$ cat src/rtl/writeback_unit_if.sv
// Bus bundle for writeback_unit: ALU and load result handshakes, register-file write port
// and idle status. The optional forwarding outputs exist only when WB_FWD_EN is defined.
interface writeback_unit_if #(
  parameter int unsigned BUS_DATA_WIDTH = 64
);
  logic                      alu_valid;
  logic                      alu_ready;
  logic [4:0]                alu_rd;
  logic [BUS_DATA_WIDTH-1:0] alu_result;

  logic                      ld_valid;
  logic                      ld_ready;
  logic [4:0]                ld_rd;
  logic [2:0]                ld_funct3;
  logic [BUS_DATA_WIDTH-1:0] ld_data;

  logic                      wb_en;
  logic [4:0]                wb_addr;
  logic [BUS_DATA_WIDTH-1:0] wb_data;
  logic                      idle;

`ifdef WB_FWD_EN
  logic                      fwd_valid;
  logic [4:0]                fwd_addr;
  logic [BUS_DATA_WIDTH-1:0] fwd_data;
`endif

  // Producer/observer side (ALU, load path, register file).
  modport master (
    output alu_valid, alu_rd, alu_result,
    output ld_valid, ld_rd, ld_funct3, ld_data,
    input  alu_ready, ld_ready,
    input  wb_en, wb_addr, wb_data, idle
`ifdef WB_FWD_EN
    , input fwd_valid, fwd_addr, fwd_data
`endif
  );

  // The writeback unit itself.
  modport slave (
    input  alu_valid, alu_rd, alu_result,
    input  ld_valid, ld_rd, ld_funct3, ld_data,
    output alu_ready, ld_ready,
    output wb_en, wb_addr, wb_data, idle
`ifdef WB_FWD_EN
    , output fwd_valid, fwd_addr, fwd_data
`endif
  );
endinterface

$ cat src/rtl/writeback_unit.sv
// Register-file write-port producer. Buffers ALU and load results in per-source FIFOs,
// sign/zero-extends load data on entry, drops x0 writes, and arbitrates one registered
// write per cycle with a bounded load streak so waiting ALU results are not starved.
// Optional macro WB_FWD_EN adds combinational bypass outputs mirroring the current grant.
module writeback_unit #(
  parameter int unsigned BUS_DATA_WIDTH = 64,
  parameter int unsigned FIFO_DEPTH     = 2,
  parameter int unsigned MAX_LD_STREAK  = 4
) (
  input logic             clk,
  input logic             reset,
  writeback_unit_if.slave bus
);
  localparam int unsigned W       = BUS_DATA_WIDTH;
  localparam int unsigned PtrW    = $clog2(FIFO_DEPTH);
  localparam int unsigned CntW    = $clog2(FIFO_DEPTH) + 1;
  localparam int unsigned StreakW = $clog2(MAX_LD_STREAK + 1);

  localparam logic [CntW-1:0]    CntFull   = CntW'(FIFO_DEPTH);
  localparam logic [StreakW-1:0] StreakMax = StreakW'(MAX_LD_STREAK);

  typedef struct packed {
    logic [4:0]   rd;
    logic [W-1:0] data;
  } entry_t;

  // Size-adjust raw load data; 3'b111 behaves as a full doubleword.
  function automatic logic [W-1:0] ld_extend(input logic [2:0] f3, input logic [W-1:0] d);
    logic [W-1:0] r;
    case (f3)
      3'b000:  r = {{(W-8){d[7]}}, d[7:0]};
      3'b001:  r = {{(W-16){d[15]}}, d[15:0]};
      3'b010:  r = {{(W-32){d[31]}}, d[31:0]};
      3'b100:  r = {{(W-8){1'b0}}, d[7:0]};
      3'b101:  r = {{(W-16){1'b0}}, d[15:0]};
      3'b110:  r = {{(W-32){1'b0}}, d[31:0]};
      default: r = d;
    endcase
    return r;
  endfunction

  entry_t alu_mem_q [FIFO_DEPTH];
  entry_t ld_mem_q  [FIFO_DEPTH];

  logic [PtrW-1:0]    alu_wptr_q, alu_rptr_q, ld_wptr_q, ld_rptr_q;
  logic [CntW-1:0]    alu_cnt_q, alu_cnt_d, ld_cnt_q, ld_cnt_d;
  logic [StreakW-1:0] streak_q, streak_d;
  logic               wb_en_q;
  logic [4:0]         wb_addr_q;
  logic [W-1:0]       wb_data_q;

  logic   alu_ready, ld_ready, alu_ne, ld_ne;
  logic   alu_push, ld_push, grant_alu, grant_ld, gnt_valid;
  entry_t gnt_entry;

  // Handshake, arbitration, FIFO counts and streak next-state.
  always_comb begin
    alu_ready = (alu_cnt_q != CntFull);
    ld_ready  = (ld_cnt_q != CntFull);
    alu_ne    = (alu_cnt_q != '0);
    ld_ne     = (ld_cnt_q != '0);

    // x0 transfers complete the handshake but are never stored.
    alu_push = bus.alu_valid && alu_ready && (bus.alu_rd != 5'd0);
    ld_push  = bus.ld_valid && ld_ready && (bus.ld_rd != 5'd0);

    grant_ld  = ld_ne && (!alu_ne || (streak_q != StreakMax));
    grant_alu = alu_ne && !grant_ld;
    gnt_valid = grant_ld || grant_alu;
    gnt_entry = grant_ld ? ld_mem_q[ld_rptr_q] : alu_mem_q[alu_rptr_q];

    alu_cnt_d = alu_cnt_q + CntW'(alu_push) - CntW'(grant_alu);
    ld_cnt_d  = ld_cnt_q + CntW'(ld_push) - CntW'(grant_ld);

    streak_d = streak_q;
    if (!alu_ne || grant_alu) begin
      streak_d = '0;
    end else if (grant_ld && (streak_q != StreakMax)) begin
      streak_d = streak_q + StreakW'(1);
    end
  end

  // Pointers, counts, streak and the registered write port.
  always_ff @(posedge clk or posedge reset) begin
    if (reset) begin
      alu_wptr_q <= '0;
      alu_rptr_q <= '0;
      ld_wptr_q  <= '0;
      ld_rptr_q  <= '0;
      alu_cnt_q  <= '0;
      ld_cnt_q   <= '0;
      streak_q   <= '0;
      wb_en_q    <= 1'b0;
      wb_addr_q  <= '0;
      wb_data_q  <= '0;
    end else begin
      alu_cnt_q <= alu_cnt_d;
      ld_cnt_q  <= ld_cnt_d;
      streak_q  <= streak_d;
      if (alu_push)  alu_wptr_q <= alu_wptr_q + PtrW'(1);
      if (ld_push)   ld_wptr_q  <= ld_wptr_q + PtrW'(1);
      if (grant_alu) alu_rptr_q <= alu_rptr_q + PtrW'(1);
      if (grant_ld)  ld_rptr_q  <= ld_rptr_q + PtrW'(1);
      wb_en_q <= gnt_valid;
      if (gnt_valid) begin
        wb_addr_q <= gnt_entry.rd;
        wb_data_q <= gnt_entry.data;
      end
    end
  end

  // FIFO storage; contents are only meaningful under the counts, so no reset is needed.
  always_ff @(posedge clk) begin
    if (alu_push) alu_mem_q[alu_wptr_q] <= '{rd: bus.alu_rd, data: bus.alu_result};
    if (ld_push)  ld_mem_q[ld_wptr_q]   <= '{rd: bus.ld_rd,
                                             data: ld_extend(bus.ld_funct3, bus.ld_data)};
  end

  assign bus.alu_ready = alu_ready;
  assign bus.ld_ready  = ld_ready;
  assign bus.wb_en     = wb_en_q;
  assign bus.wb_addr   = wb_addr_q;
  assign bus.wb_data   = wb_data_q;
  assign bus.idle      = !alu_ne && !ld_ne && !wb_en_q;

`ifdef WB_FWD_EN
  assign bus.fwd_valid = gnt_valid && !reset;
  assign bus.fwd_addr  = gnt_entry.rd;
  assign bus.fwd_data  = gnt_entry.data;
`endif
endmodule
$ cat src/flat_wrapper.sv
// flat-port wrapper written by rule: the top's interface ports become plain ports
module writeback_unit_flat 
#(
  parameter int unsigned BUS_DATA_WIDTH = 64,
  parameter int unsigned FIFO_DEPTH     = 2,
  parameter int unsigned MAX_LD_STREAK  = 4
)
  (clk, reset, bus_alu_valid, bus_alu_rd, bus_alu_result, bus_ld_valid, bus_ld_rd, bus_ld_funct3, bus_ld_data, bus_alu_ready, bus_ld_ready, bus_wb_en, bus_wb_addr, bus_wb_data, bus_idle);
  writeback_unit_if #(.BUS_DATA_WIDTH(BUS_DATA_WIDTH)) bus_i ();
  input logic clk;
  input logic reset;
  input wire logic [$bits(bus_i.alu_valid)-1:0] bus_alu_valid;
  input wire logic [$bits(bus_i.alu_rd)-1:0] bus_alu_rd;
  input wire logic [$bits(bus_i.alu_result)-1:0] bus_alu_result;
  input wire logic [$bits(bus_i.ld_valid)-1:0] bus_ld_valid;
  input wire logic [$bits(bus_i.ld_rd)-1:0] bus_ld_rd;
  input wire logic [$bits(bus_i.ld_funct3)-1:0] bus_ld_funct3;
  input wire logic [$bits(bus_i.ld_data)-1:0] bus_ld_data;
  output wire logic [$bits(bus_i.alu_ready)-1:0] bus_alu_ready;
  output wire logic [$bits(bus_i.ld_ready)-1:0] bus_ld_ready;
  output wire logic [$bits(bus_i.wb_en)-1:0] bus_wb_en;
  output wire logic [$bits(bus_i.wb_addr)-1:0] bus_wb_addr;
  output wire logic [$bits(bus_i.wb_data)-1:0] bus_wb_data;
  output wire logic [$bits(bus_i.idle)-1:0] bus_idle;
  assign bus_i.alu_valid = bus_alu_valid;
  assign bus_i.alu_rd = bus_alu_rd;
  assign bus_i.alu_result = bus_alu_result;
  assign bus_i.ld_valid = bus_ld_valid;
  assign bus_i.ld_rd = bus_ld_rd;
  assign bus_i.ld_funct3 = bus_ld_funct3;
  assign bus_i.ld_data = bus_ld_data;
  assign bus_alu_ready = bus_i.alu_ready;
  assign bus_ld_ready = bus_i.ld_ready;
  assign bus_wb_en = bus_i.wb_en;
  assign bus_wb_addr = bus_i.wb_addr;
  assign bus_wb_data = bus_i.wb_data;
  assign bus_idle = bus_i.idle;
  writeback_unit #(.BUS_DATA_WIDTH(BUS_DATA_WIDTH), .FIFO_DEPTH(FIFO_DEPTH), .MAX_LD_STREAK(MAX_LD_STREAK)) u_core (.clk(clk), .reset(reset), .bus(bus_i));
endmodule
$ cat config.mk
export PLATFORM = sky130hd
export DESIGN_NAME = writeback_unit_flat
export DESIGN_NICKNAME = d
export VERILOG_FILES = /design/src/rtl/writeback_unit_if.sv /design/src/rtl/writeback_unit.sv /design/src/flat_wrapper.sv
export SDC_FILE = /design/constraint.sdc
export NUM_CORES = 1
export LEC_CHECK = 0
export BUFFER_PORTS_ARGS = -buffer_cell sky130_fd_sc_hd__buf_2
export CORE_MARGIN = 2
export CORE_UTILIZATION = 25
export DETAILED_ROUTE_END_ITERATION = 7
export PLACE_DENSITY = 0.53
export SETUP_SLACK_MARGIN = 0.4
export SYNTH_ARGS = -nofsm -noshare
export SYNTH_HDL_FRONTEND = slang
export SYNTH_SLANG_ARGS = --single-unit
$ cat constraint.sdc
create_clock -name clk -period 3.7 [get_ports clk]
set_input_delay 1.11 -clock clk [delete_from_list [all_inputs] [get_ports clk]]
set_output_delay 1.11 -clock clk [all_outputs]
set_load 0.005 [all_outputs]
======== After elaboration in Yosys (flattened, before gate mapping) ========
Memories as Yosys holds them, arrays and structs flattened.
Index checks and enable logic that the tools add are counted.
word-level totals
  memories kept ........................... 2
  bits in latches ......................... 0
  output and inout port bits .............. 73
  ROM bits ................................ 0
  input bits .............................. 145
  flip-flop bits (word level) ............. 81
  RAM bits ................................ 276
memory list
  name              words  width  rd ports  clocked after Yosys merged registers in  write ports  line                  text
  u_core.alu_mem_q  2      69     1         0                                        1            writeback_unit.sv:42  entry_t alu_mem_q [FIFO_DEPTH];
  u_core.ld_mem_q   2      69     1         0                                        1            writeback_unit.sv:43  entry_t ld_mem_q [FIFO_DEPTH];
cells by class
  multiply operators ...................... 0
  equal/unequal tests ..................... 8
  shift-type cells ........................ 0
  multiplexer cells ....................... 9
  add/subtract/negate cells ............... 9
  reduce and logical (&&, ||, !) cells .... 22
  order comparisons ....................... 0
  bitwise logic cells ..................... 0
  div/mod/pow operators ................... 0
operators with widths
  operator                                                                number
  64-bit case mux with 6 select lines                                     1
  69-bit two-way mux                                                      1
  64-bit two-way mux                                                      1
  5-bit nonzero test                                                      2
  3-bit equality test (second input constant)                             3
  1-bit logical AND                                                       9
  3-bit two-way mux                                                       2
  2-bit nonzero test                                                      3
  1-bit adder (second input constant)                                     4
  2-bit by 1-bit adder with 2-bit output                                  2
  1-bit zero test                                                         4
  1-bit two-way mux                                                       4
  2-bit inequality test (second input constant)                           2
  2-bit by 1-bit subtractor with 2-bit output                             2
  3-bit by 1-bit adder with 3-bit output (second input constant)          1
  3-bit by 1-bit equality test with 1-bit output (second input constant)  1
  3-bit by 2-bit equality test with 1-bit output (second input constant)  1
  3-bit zero test                                                         1
  1-bit logical OR                                                        3
  3-bit inequality test (second input constant)                           1

======== Depth between registers and ports, before layout ========
  depth after elaboration ................. 8
  depth in mapped cells ................... 10
  depth with buffers taken out ............ 9

======== Worst setup path after synthesis ========
OpenSTA, ideal clock, no wires.
  kind .................................... input-to-reg
  start point ............................. in bus_ld_rd[3]
  end point ............................... mem u_core.ld_mem_q[0][0] in the netlist's numbering (enable)
  slack ................................... -1.051 ns
  stages on the path ...................... 3
  data arrival time ....................... 4.254 ns
  required time ........................... 3.203 ns
  path through ............................ or4_1 o211ai_1 nor2_1
on the way
  word-level cells in the longest chain between the ends .. 4
RTL lines
  what                                     line                   text
  from (decl)                              flat_wrapper.sv:16     input wire logic [$bits(bus_i.ld_rd)-1:0] bus_ld_rd;
  5-bit nonzero test                       writeback_unit.sv:65   ld_push = bus.ld_valid && ld_ready && (bus.ld_rd != 5'd0);
  1-bit logical AND                        writeback_unit.sv:65
  1-bit two-way mux                        writeback_unit.sv:115  if (ld_push) ld_mem_q[ld_wptr_q] <= '{rd: bus.ld_rd,
  1-bit two-way mux (implied by the code)  writeback_unit.sv:115
  to (decl)                                writeback_unit.sv:43
No other way between the ends.

======== Worst setup path after layout ========
  start point ............................. reg u_core.ld_cnt_q[1]
  end point ............................... out bus_idle
on the way
  word-level cells in the longest chain between the ends .. 4
RTL lines
  what                             line                   text
  from (decl)                      writeback_unit.sv:46   logic [CntW-1:0] alu_cnt_q, alu_cnt_d, ld_cnt_q, ld_cnt_d;
  from (signal assigned)           writeback_unit.sv:98   ld_cnt_q <= ld_cnt_d;
  2-bit nonzero test               writeback_unit.sv:61   ld_ne = (ld_cnt_q != '0);
  1-bit zero test                  writeback_unit.sv:124  assign bus.idle = !alu_ne && !ld_ne && !wb_en_q;
  1-bit logical AND (2 in series)  writeback_unit.sv:124
  to (decl)                        flat_wrapper.sv:24     output wire logic [$bits(bus_i.idle)-1:0] bus_idle;
No other way between the ends.

==> flow_summary.yaml <==
final_layout:
  drive_above_1_share_pct: 25.7
  final_cells: 1932
  nets: 1293
  area_growth_syn_to_layout_pct: 22.4
  fillers: 5659
  stdcell_area_mm2: 0.0175
  multi_input_area_mm2: 0.00360
  seqCellArea_mm2: 0.0103
global_route:
  grt_pass1_wl_um: 56800
  grt_usage_pct: 12.7
  grtUsageMet2_pct: 20.9
  grt_use_met1_pct: 17.0
  top_usage_layer: "met2"
  grt_max_degree: 140
  antenna_found_initial: 1
  grt_overflow_total: 0
  use_met3_pct: 2.58
  grt_pass1_vias: 9040
synth:
  netlist_area_mm2: 0.0143
  yosysWarningCount: 0
  synthTopCellsByCount: "edfxtp_1 (276), nand2_1 (142), mux2i_1 (141)"
  synth_top_cell_area_share_pct: 58.0
  avgSynthCellArea_um2: 15.2
  yosysMostFrequentCell: "edfxtp_1"
  synth-edff-count: 276
  synth_cells: 940
  ys_ff_latch: 357
  synth_flop_cell: "edfxtp_1"
  synth_top_area_cell: "edfxtp_1"
  async_reset_ff_share_pct: 22.7
  synthTopCellsByArea: "edfxtp_1 (58%), dfrtp_1 (14%), mux2i_1 (9.9%), o221a_1 (5.4%), nand2_1 (3.7%)"
  ys_seq_area_share_pct: 72.2
  synth_fp_nets: 1090
  synth.distinct_cells: 31
power:
  power.density_mw_per_mm2: 780
  peakVddDrop_mv: 0.336
  cellLeakagePower_nw: 6.91
clock_network:
  cts.path.max_buffers: 3
  clk_latency_ns: 0.55
  hold_buffers: 0
  root_buffer: "clkbuf_16"
  postCtsSetupBuffers: 0
  cts_max_level: 2
  cts_resized: 0
  cts_tree: "done"
  cts_num_sinks: 357
  cts.clk_slew.worst_paths_ns: 0.05
  cts_buffers: 42
placement:
  dpl-instance-area_mm2: 0.0162
  dpl.cell_count: 1855
  place_hpwl_um: 23800
  portBuffers: 217
  routabilityCongestion: 0.708
timing:
  tightest_slew_ns: 1.01
  relSlewSlack_pct: 32.3
  fin_skew_ns: 0.0127
  timing.final.crit_share_pct: 79.6
  finalSetupViolCount: 0
  fmaxAchievable_mhz: 340
  period_needed_ns: 2.94
  final-hold-violation-count: 0
  slew_viol_final: 0
  rsz0062_at_grt: "no"
  finalSetupTns_ns: 0
detailed_routing:
  drc_errors: 0
  wl_um: 38000
  viasPerCell: 4.44
  wl_per_cell_um: 19.7
  vias: 8572
  drtIter0Drc: 452
  ant_nets: 0
  firstDrtPassIters: 5
critical_path:
  end_kind: "primary output"
  crit_fanout: 4
  crit_required_ns: 2.59
  cp_cell_sequence: "or4_4 -> nor2_1 -> buf_2"
  worst-setup-path-type: "reg -> out"
  crit_slowest_cell: "or4_4"
  cp_data_arrival_time_ns: 1.83
  startpoint_type: "register"
  slowest_delay_ns: 0.63
die:
  start_util_pct: 25.3
  die_area_mm2: 0.0591
  rows: 87
  fp.dieW_um: 243
  core_mm2: 0.0565
  die_h_um: 243
  io_pins: 218
job:
  drv_cap: 0
worst_hold_path:
  hp-class: "reg -> reg"
status:
  status: "completed"
per-stage QoR:
stage / setup slack [ns] / utilization, % / hold slack [ns] / power (mW)
after global routing: 0.633 / 30.9 / 0.497 / 14.4
after detailed placement: 0.354 / 28.6 / 0.481 / 9.85
after global placement: 0.361 / 28.6 / 0.455 / 9.77
after CTS: 0.706 / 30.9 / 0.488 / 13.9
after floorplan: 0.0811 / - / 0.443 / 8.43
final: 0.757 / 31.0 / 0.492 / 13.6
placed cells by master, fill, tap and decap left out, drive strengths merged:
cell type  instances
edfxtp           276
buf              232
nand2            142
mux2i            141
dfrtp             81
nand3             69
o221a             69
clkbuf            64
o21ai             40
inv               11
clkinv             7
xnor2              6
nor2               6
ha                 5
o211ai             3
or4                3
nand2b             2
xor2               2
nor3               2
clkinvlp           2
bufinv             2
and2               2
diode              1
or2                1
a21oi              1
or4b               1
nand3b             1
o21a               1
or3                1
a21boi             1
nor3b              1
critical path: cells and delay by family, from the launching register on:
| family | cells | cell delay, ns |
|---|---|---|
| buffers and inverters | 1 | 0.12 |
| DFF | 1 | 0.42 |
| and+or+nand+nor | 2 | 0.75 |
state kept, by name (all words and copies together), names as in the netlist:
register and flops:
u_core.alu_mem_q 138, u_core.streak_q 3, u_core.alu_rptr_q 1, u_core.ld_rptr_q 1, u_core.ld_wptr_q 1, u_core.ld_cnt_q 2, u_core.ld_mem_q 138, u_core.alu_cnt_q 2
u_core.bus.wb_addr 5, u_core.bus.wb_en 1, u_core.alu_wptr_q 1, u_core.bus.wb_data 64
power breakdown:
group | internal, mW | switching, mW | leakage, nW
clock network | 2.37 | 1.62 | 0.635
logic | 1.54 | 1.92 | 2.74
registers | 5.56 | 0.635 | 3.53
area by class of cell:
class	count	area share [%]
Timing Repair Buffer	232	7.21
Multi-Input combinational cell	500	20.6
Inverter	10	0.229
Tap cell	756	5.41
Clock inverter	12	0.687
Antenna cell	1	0.0143
Clock buffer	64	6.83
Sequential cell	357	59.0
cells by family after synthesis:
logic type      after synthesis  share of synthesized area [%]
simple gates                231                           6.97
flops                       357                           72.2
xor+xnor                      8                          0.490
compound gates              115                           7.14
fa+ha+maj                     5                          0.438
buf+inv                      83                           2.92
mux                         141                           9.88
path summary, 6_finish.rpt:
check / endpoint / slack [ns] / cells after the start / start
worst min-delay path: u_core.streak_q[0] / 0.49 / 1 / u_core.streak_q[0]
max in group asynchronous: u_core.bus.wb_data[52] / 2.22 / 3 / reset
worst max register to register: u_core.alu_cnt_q[1] / 1.36 / 10 / u_core.streak_q[0]
min in group asynchronous: u_core.bus.wb_en / 0.68 / 2 / reset
worst min register to register: u_core.streak_q[0] / 0.49 / 1 / u_core.streak_q[0]
worst max-delay path: bus_idle / 0.76 / 3 / u_core.ld_cnt_q[1]
metal layers:
metal / share of wire [%] / vias to the layer above
li1: - / 3974
met1: 45 / 4337
met2: 48 / 206
met3: 4.6 / 55
met4: 2.1 / 0
met5: 0 / -
No activity file was read; power rests on OpenSTA's default activity.
